<file path="config.mk">
export PLATFORM = sky130hd
export DESIGN_NAME = imem_loader
export DESIGN_NICKNAME = d
export VERILOG_FILES = /design/src/rtl/imem_loader_pkg.sv /design/src/rtl/imem_loader_byte_packer.sv /design/src/rtl/imem_loader.sv
export SDC_FILE = /design/constraint.sdc
export NUM_CORES = 1
export LEC_CHECK = 0
export ABC_AREA = 1
export CAP_MARGIN = 25
export CELL_PAD_IN_SITES_DETAIL_PLACEMENT = 0
export CELL_PAD_IN_SITES_GLOBAL_PLACEMENT = 1
export CORE_UTILIZATION = 42
export CTS_BUF_LIST = sky130_fd_sc_hd__clkbuf_2
export CTS_CLUSTER_DIAMETER = 120
export DETAILED_ROUTE_END_ITERATION = 10
export PLACE_DENSITY = 0.82
export SYNTH_ARGS = -nofsm -noshare
export SYNTH_HDL_FRONTEND = slang
export SYNTH_HIERARCHICAL = 1
export SYNTH_SLANG_ARGS = --single-unit
</file>
<file path="constraint.sdc">
create_clock -name clk -period 2.5 [get_ports clk]
set_input_delay 0.5 -clock clk [delete_from_list [all_inputs] [get_ports clk]]
set_output_delay 0.5 -clock clk [all_outputs]
set_load 0.01 [all_outputs]
</file>
<file path="src/rtl/imem_loader_pkg.sv">
// imem_pkg: shared constants, FSM state type and address helper for the instruction-memory loader
package imem_pkg;
  localparam int ADDR_W = 10;
  localparam int WORD_W = 32;
  localparam int BYTES_PER_WORD = 4;
  typedef enum logic [2:0] {IDLE, RECV, WRITE, DONE, CHECK} state_t;
  function automatic logic [ADDR_W-1:0] word_to_byte_addr(input logic [ADDR_W-3:0] idx);
    return {idx, 2'b00};
  endfunction
endpackage

</file>
<file path="src/rtl/imem_loader_byte_packer.sv">
// byte_packer: little-endian byte-to-word assembler with a pulse on the byte that completes a word
module byte_packer (
  input  logic        clk,
  input  logic        rst_n,
  input  logic        clr,
  input  logic        accept,
  input  logic [7:0]  byte_data,
  output logic [31:0] word,
  output logic        word_ready
);
  import imem_pkg::*;
  logic [1:0] cnt;
  logic [WORD_W-1:0] acc;
  // word already includes the byte being accepted, so the top can latch it on word_ready
  always_comb begin
    word = acc;
    word[8*cnt +: 8] = byte_data;
  end
  assign word_ready = accept && cnt == 2'(BYTES_PER_WORD-1);
  always_ff @(posedge clk or negedge rst_n)
    if (!rst_n) begin
      cnt <= '0;
      acc <= '0;
    end else if (clr) begin
      cnt <= '0;
    end else if (accept) begin
      cnt <= cnt + 1'b1;
      acc <= word;
    end
endmodule

</file>
<file path="src/rtl/imem_loader.sv">
// imem_loader: packs a byte stream into 32-bit instruction-memory writes; IMEM_LOADER_CHECKSUM_EN adds a trailing checksum byte
module imem_loader #(
  parameter int ADDR_W = 10,
  parameter int DEPTH_WORDS = 2**(ADDR_W-2)
) (
  input  logic              clk,
  input  logic              rst_n,
  input  logic              start,
  input  logic [ADDR_W-2:0] num_words,
  input  logic              byte_valid,
  input  logic [7:0]        byte_data,
  output logic              byte_ready,
  output logic              mem_we,
  output logic [ADDR_W-1:0] mem_addr,
  output logic [31:0]       mem_wdata,
  output logic              busy,
  output logic              done,
  output logic              error,
  output logic              cpu_hold
);
  import imem_pkg::*;
  localparam int NW = ADDR_W-1;
  state_t state;
  logic [NW-1:0] nw;
  logic [ADDR_W-3:0] widx;
  logic [31:0] pk_word;
  logic pk_ready, accept, last, go;
`ifdef IMEM_LOADER_CHECKSUM_EN
  logic [7:0] sum;
`endif
  assign byte_ready = state == RECV || state == CHECK;
  assign accept = byte_valid && state == RECV;
  assign mem_we = state == WRITE;
  assign busy = state == RECV || state == WRITE;
  assign cpu_hold = busy;
  assign last = {1'b0, widx} == nw - 1'b1;
  assign go = start && (state == IDLE || state == DONE);
  byte_packer u_pack (
    .clk        (clk),
    .rst_n      (rst_n),
    .clr        (go),
    .accept     (accept),
    .byte_data  (byte_data),
    .word       (pk_word),
    .word_ready (pk_ready)
  );
  always_ff @(posedge clk or negedge rst_n)
    if (!rst_n) begin
      state <= IDLE;
      nw <= '0;
      widx <= '0;
      done <= 1'b0;
      error <= 1'b0;
      mem_addr <= '0;
      mem_wdata <= '0;
`ifdef IMEM_LOADER_CHECKSUM_EN
      sum <= '0;
`endif
    end else begin
      case (state)
        IDLE, DONE: if (start) begin
          done <= 1'b0;
          error <= 1'b0;
          nw <= num_words;
          widx <= '0;
`ifdef IMEM_LOADER_CHECKSUM_EN
          sum <= '0;
`endif
          if (num_words > NW'(DEPTH_WORDS)) begin
            error <= 1'b1;
            done <= 1'b1;
            state <= DONE;
          end else if (num_words == '0) begin
`ifdef IMEM_LOADER_CHECKSUM_EN
            state <= CHECK;
`else
            done <= 1'b1;
            state <= DONE;
`endif
          end else begin
            state <= RECV;
          end
        end
        RECV: begin
`ifdef IMEM_LOADER_CHECKSUM_EN
          if (accept) sum <= sum + byte_data;
`endif
          if (pk_ready) begin
            mem_addr <= word_to_byte_addr(widx);
            mem_wdata <= pk_word;
            state <= WRITE;
          end
        end
        WRITE: if (last) begin
`ifdef IMEM_LOADER_CHECKSUM_EN
          state <= CHECK;
`else
          done <= 1'b1;
          state <= DONE;
`endif
        end else begin
          widx <= widx + 1'b1;
          state <= RECV;
        end
`ifdef IMEM_LOADER_CHECKSUM_EN
        CHECK: if (byte_valid) begin
          error <= byte_data != sum;
          done <= 1'b1;
          state <= DONE;
        end
`endif
        default: state <= IDLE;
      endcase
    end
endmodule

</file>
* After elaboration in Yosys (flattened, before gate mapping) *
Index checks and enable logic that the tools add are counted.

word-level totals
  output and inout bits = 48
  bits in registers = 96
  input bits = 21
  word-level logic and storage cells = 62

operators by class
  magnitude comparators = 1
  muxes and demuxes = 18
  shifts and indexed selects = 2
  bitwise gates (word level) = 1
  equal/unequal tests = 10
  reductions and logical operators = 17
  $add $sub $neg = 4

operators with widths
  kind                                                   number
  negation 5 -> 34 bit                                   1
  variable shift 8 x 34 -> 32 bit, first input constant  1
  indexed part select 8 x 34 -> 32 bit                   1
  bitwise mux 32 bit                                     1
  two-way mux 8 bit                                      2
  one-hot mux 8 bit (2 select lines)                     1
  two-way mux 2 bit                                      5
  equality test 8 x 9 -> 1 bit                           1
  greater-than comparator 9 bit, second input constant   1
  logical NOT 9 bit                                      1
  one-hot mux 3 bit (3 select lines)                     1
  subtractor 9 x 1 -> 9 bit, second input constant       1
  adder 8 x 1 -> 8 bit, second input constant            1
  AND reduction 2 bit                                    4
  equality test 3 x 2 -> 1 bit, second input constant    2
  two-way mux 3 bit                                      2
  != test 2 bit, second input constant                   3
  AND reduction 3 bit                                    2
  two-way mux 1 bit                                      5
  nonzero test 2 bit                                     2
  equality test 3 x 1 -> 1 bit, second input constant    1
  equality test 3 bit, second input constant             1
  logical AND 1 bit                                      3
  logical NOT 3 bit                                      1
  other kinds (7)                                        9

* Longest topological paths before layout *
  word-level depth = 5
  depth in mapped cells = 14

* By module *
Netlist, hierarchy kept.

modules (own cells, without submodules)
  module       times used  area an instance (µm²)  cells each
  imem_loader  1           2,931.6                 305
  byte_packer  1           1,926.8                 289

* Worst setup path after synthesis *
OpenSTA, ideal clock, no wires.

  kind = register to register
  start point = register state[0]
  end point = register mem_wdata[0]
  period minus slack after synthesis = 1.824 ns
  data required time = 2.375 ns
  arrival = 1.700 ns
  library setup time = 0.125 ns
  cell stages (with the launch flop) = 10
  path buffers = 2
  slack = 0.676 ns
  cells stage by stage = dfrtp_1 ha_1 nand2_1 inv_1 nand2_1 inv_1 nand2_1 buf_2 buf_2 mux2_2

between the ends
  word-level cells in the longest chain between the ends = 4

RTL lines
  element                               RTL line                       RTL
  from (decl)                           imem_loader.sv:23              state_t state;
  from (signal assigned)                imem_loader.sv:49              state <= IDLE;
  from (signal assigned)                imem_loader.sv:72              state <= DONE;
  from (signal assigned)                imem_loader.sv:78              state <= DONE;
  equality test 3 x 1 -> 1 bit          imem_loader.sv:32              assign accept = byte_valid && state == RECV;
  logical AND 1 bit                     imem_loader.sv:32
  named net accept                      imem_loader.sv:27              logic pk_ready, accept, last, go;
  logical AND 1 bit                     imem_loader_byte_packer.sv:19  assign word_ready = accept && cnt == 2'(BYTES_PER_WORD-1);
  named net pk_ready                    imem_loader.sv:27
  AND reduction 2 bit (no source line)  n/a
  to (signal assigned)                  imem_loader.sv:90              mem_wdata <= pk_word;
  to (decl)                             imem_loader.sv:15              output logic [31:0] mem_wdata,

The timed path passes the listed nets, and every way through them passes these cells.
A chain may end at the register's enable or synchronous reset.

* Worst setup path after layout *
  start point = register state[1]
  end point = output byte_ready

between the ends
  word-level cells in the longest chain between the ends = 2

RTL lines
  element                                                              RTL line           RTL
  equality test 3 x 1 -> 1 bit or equality test 3 bit (tied branches)  imem_loader.sv:31  assign byte_ready = state == RECV || state == CHECK;
  logical OR 1 bit (*)                                                 imem_loader.sv:31
  to (decl)                                                            imem_loader.sv:12  output logic byte_ready,

Mark *: on every way between the ends. The rest lies on a longest branch, timed or not.

==> results.toml <==
[timing]
clock.fmax_ghz = 0.421
finalHoldViolations = 0
whs_ns = 0.345
skew_ns = 0.0155
setup_viol = 0
fin_ws_ns = 0.125
final.setup.tns_ns = 0
min_period_ns = 2.38
slew_violations = 0
fin_crit_sh_pct = 95.0

[synth]
synth_area_leader_cell = "dfrtp_1"
ys.flop_type = "dfrtp_1"
synth_warnings = 6
syn_inst = 594
synth_seq_area_share_pct = 48.9
avgSynthCellArea_um2 = 8.18
synth_edf_count = 0
synth_top_area_share_pct = 48.9
synth_common_cells = "nand2_1 (277), dfrtp_1 (95), inv_1 (43)"
syn_area_um2 = 4860
synth_most_common_cell = "nand2_1"
synthTopCellsByArea = "dfrtp_1 (49%), nand2_1 (21%), mux2_2 (7.6%), inv_1 (3.3%), ha_1 (2.8%)"
ys_ff_latch = 95
synthArstFlopShare_pct = 100
ys_types = 32

[clock_tree]
clk_latency_ns = 0.59
htreeDepth = 3
cts_buffer_depth = 2
cts_root_buf = "clkbuf_2"
cts_sinks = 95
cts_tree = "built"
numCtsBuffers = 9
clkTransAtPathRegs_ns = 0.25

[grt]
grt_start_max_net_pins = 63
grt.overflow.total = 0
grt_pass1_wl_um = 18300
grt_pass1_vias = 3819
antenna_found_initial = 0
track_usage_pct = 20.1

[setup_path]
cp.arrival_ns = 1.88
startpoint_type = "flip-flop"
path_max_fanout = 5
cp_data_required_time_ns = 2.00
end_kind = "output port"
r2r_slack_ns = 0.41
criticalPathCategory = "flip-flop to output port"
r2r_start = "nw[0]"
reg2reg_depth = 13
worstReg2RegEnd = "widx[7]"

[floorplanning]
ios = 69
die_w_um = 110
design.core.area_um2 = 11000
rows = 38
die-area_um2 = 12000
die_h_um = 110
initial_core_util_pct = 44.0

[hold_path]
hold_class = "input port to async pin"

[place]
portBuffers = 66
postPlaceCellArea_um2 = 5640
dp.cells = 786
place_congestion = 0.832
dp_slack_ns = 0.299
dp_hpwl_um = 7950

[layout]
drive_gt1_share_pct = 11.6
n_antenna_cell = 0
finalNetCount = 691
final_cells = 803
area_growth_pct = 18.4
final_util_pct = 52.2
fillers = 1098
stdcell_area_um2 = 5750

[power_and_ir_drop]
p_leak_nw = 3.04
power_density_nw_per_um2 = 881
total_power_mw = 5.07
clockPowerShare_pct = 12.3
p_sw_mw = 2.28
switching_share_pct = 45.0
intPower_mw = 2.79
p_seq_share_pct = 41.2
peakVddDrop_v = 0.000691
pwr-share-comb_pct = 46.5

[drt]
antenna_left = 0
drt-initial-drc-count = 150
drcViolationCount = 0
routed_wl_um = 11100
drt-pass1-iter-count = 5
wl_per_cell_um = 13.8
via_count = 3932
vias_per_cell = 4.90

[run]
maxCapViolations = 0

[status]
outcome = "completed"
worst max path at each step:
stage	from	endpoint	slack [ns]	cells past startpoint
after floorplan	state[0]	mem_wdata[0]	0.68	9
after global placement	num_words[1]	state[1]	0.34	7
after detailed placement	num_words[1]	state[1]	0.30	7
after CTS	state[1]	byte_ready	0.02	3
after global routing	state[1]	byte_ready	-0.006	3
final	state[1]	byte_ready	0.12	3
per-layer routing:
layer	vias to the layer above	global-route usage [%]	wire length, µm
met5	-	0	0
li1	1978	-	-
met4	0	8.00	195
met1	1862	26.6	5430
met3	13	3.50	376
met2	79	32.7	5110
area by class of cell:
type,instances,area (µm²),share of cell area (%)
Multi-Input combinational cell,431,2210,38.3
Inverter,49,186,3.24
Timing Repair Buffer,73,736,12.8
Tap cell,140,175,3.04
Clock inverter,6,28.8,0.500
Sequential cell,95,2380,41.3
Clock buffer,9,45.0,0.783
power groups by stage:
stage,combinational [mW],sequential (mW),clock (mW)
after floorplan,1.75,2.08,0
after global placement,2.27,2.11,0
after detailed placement,2.32,2.11,0
after CTS,2.33,2.08,0.652
after global routing,2.67,2.13,0.703
final,2.36,2.09,0.622
state kept, by name (all words and copies together) (netlist names):
name / flops
mem_addr: 8
u_pack/acc: 32
error: 1
mem_wdata: 32
nw: 9
widx: 8
done: 1
u_pack/cnt: 2
state: 2
timing repair:
| action | CTS | global route |
|---|---|---|
| setup endpoints to repair | 4 | 2 |
| buffers inserted | 1 | 0 |
| hold endpoints to repair | 33 | 0 |
| hold buffers | 1 | 0 |
| gates resized for setup | 4 | 3 |
cell families (layout without fill, tap and decap cells):
| group | after synthesis | after routing | synth area share (%) |
|---|---|---|---|
| compound gates | 29 | 29 | 3.32 |
| xor+xnor | 9 | 9 | 1.62 |
| fa+ha+maj | 11 | 11 | 2.83 |
| buf+inv | 69 | 137 | 6.31 |
| flops | 95 | 95 | 48.9 |
| mux | 33 | 33 | 7.65 |
| other cells | 1 | 2 | 0.0772 |
| simple gates | 347 | 347 | 29.3 |
placed cells by master (no fill, tap or decap), types with 4 or more instances in the layout:
| cell | netlist | final |
|---|---|---|
| nand2_1 | 277 | 276 |
| dfrtp_1 | 95 | 95 |
| clkdlybuf4s50_1 | 0 | 63 |
| inv_1 | 43 | 42 |
| mux2_2 | 33 | 33 |
| nor2_1 | 22 | 22 |
| o21ai_0 | 22 | 22 |
| nand3_1 | 20 | 20 |
| nand4_1 | 10 | 10 |
| ha_1 | 11 | 9 |
| clkbuf_2 | 0 | 9 |
| nor2_2 | 8 | 8 |
| xor2_1 | 7 | 7 |
| inv_2 | 4 | 5 |
| buf_4 | 3 | 5 |
| clkinv_1 | 1 | 4 |
critical path, cell delays in order (launching register included):
cell	delay (ns)
dfrtp_1	0.47
inv_2	0.11
ha_4	0.17
clkdlybuf4s50_1	0.54
Power figures use the tool's default switching activity.
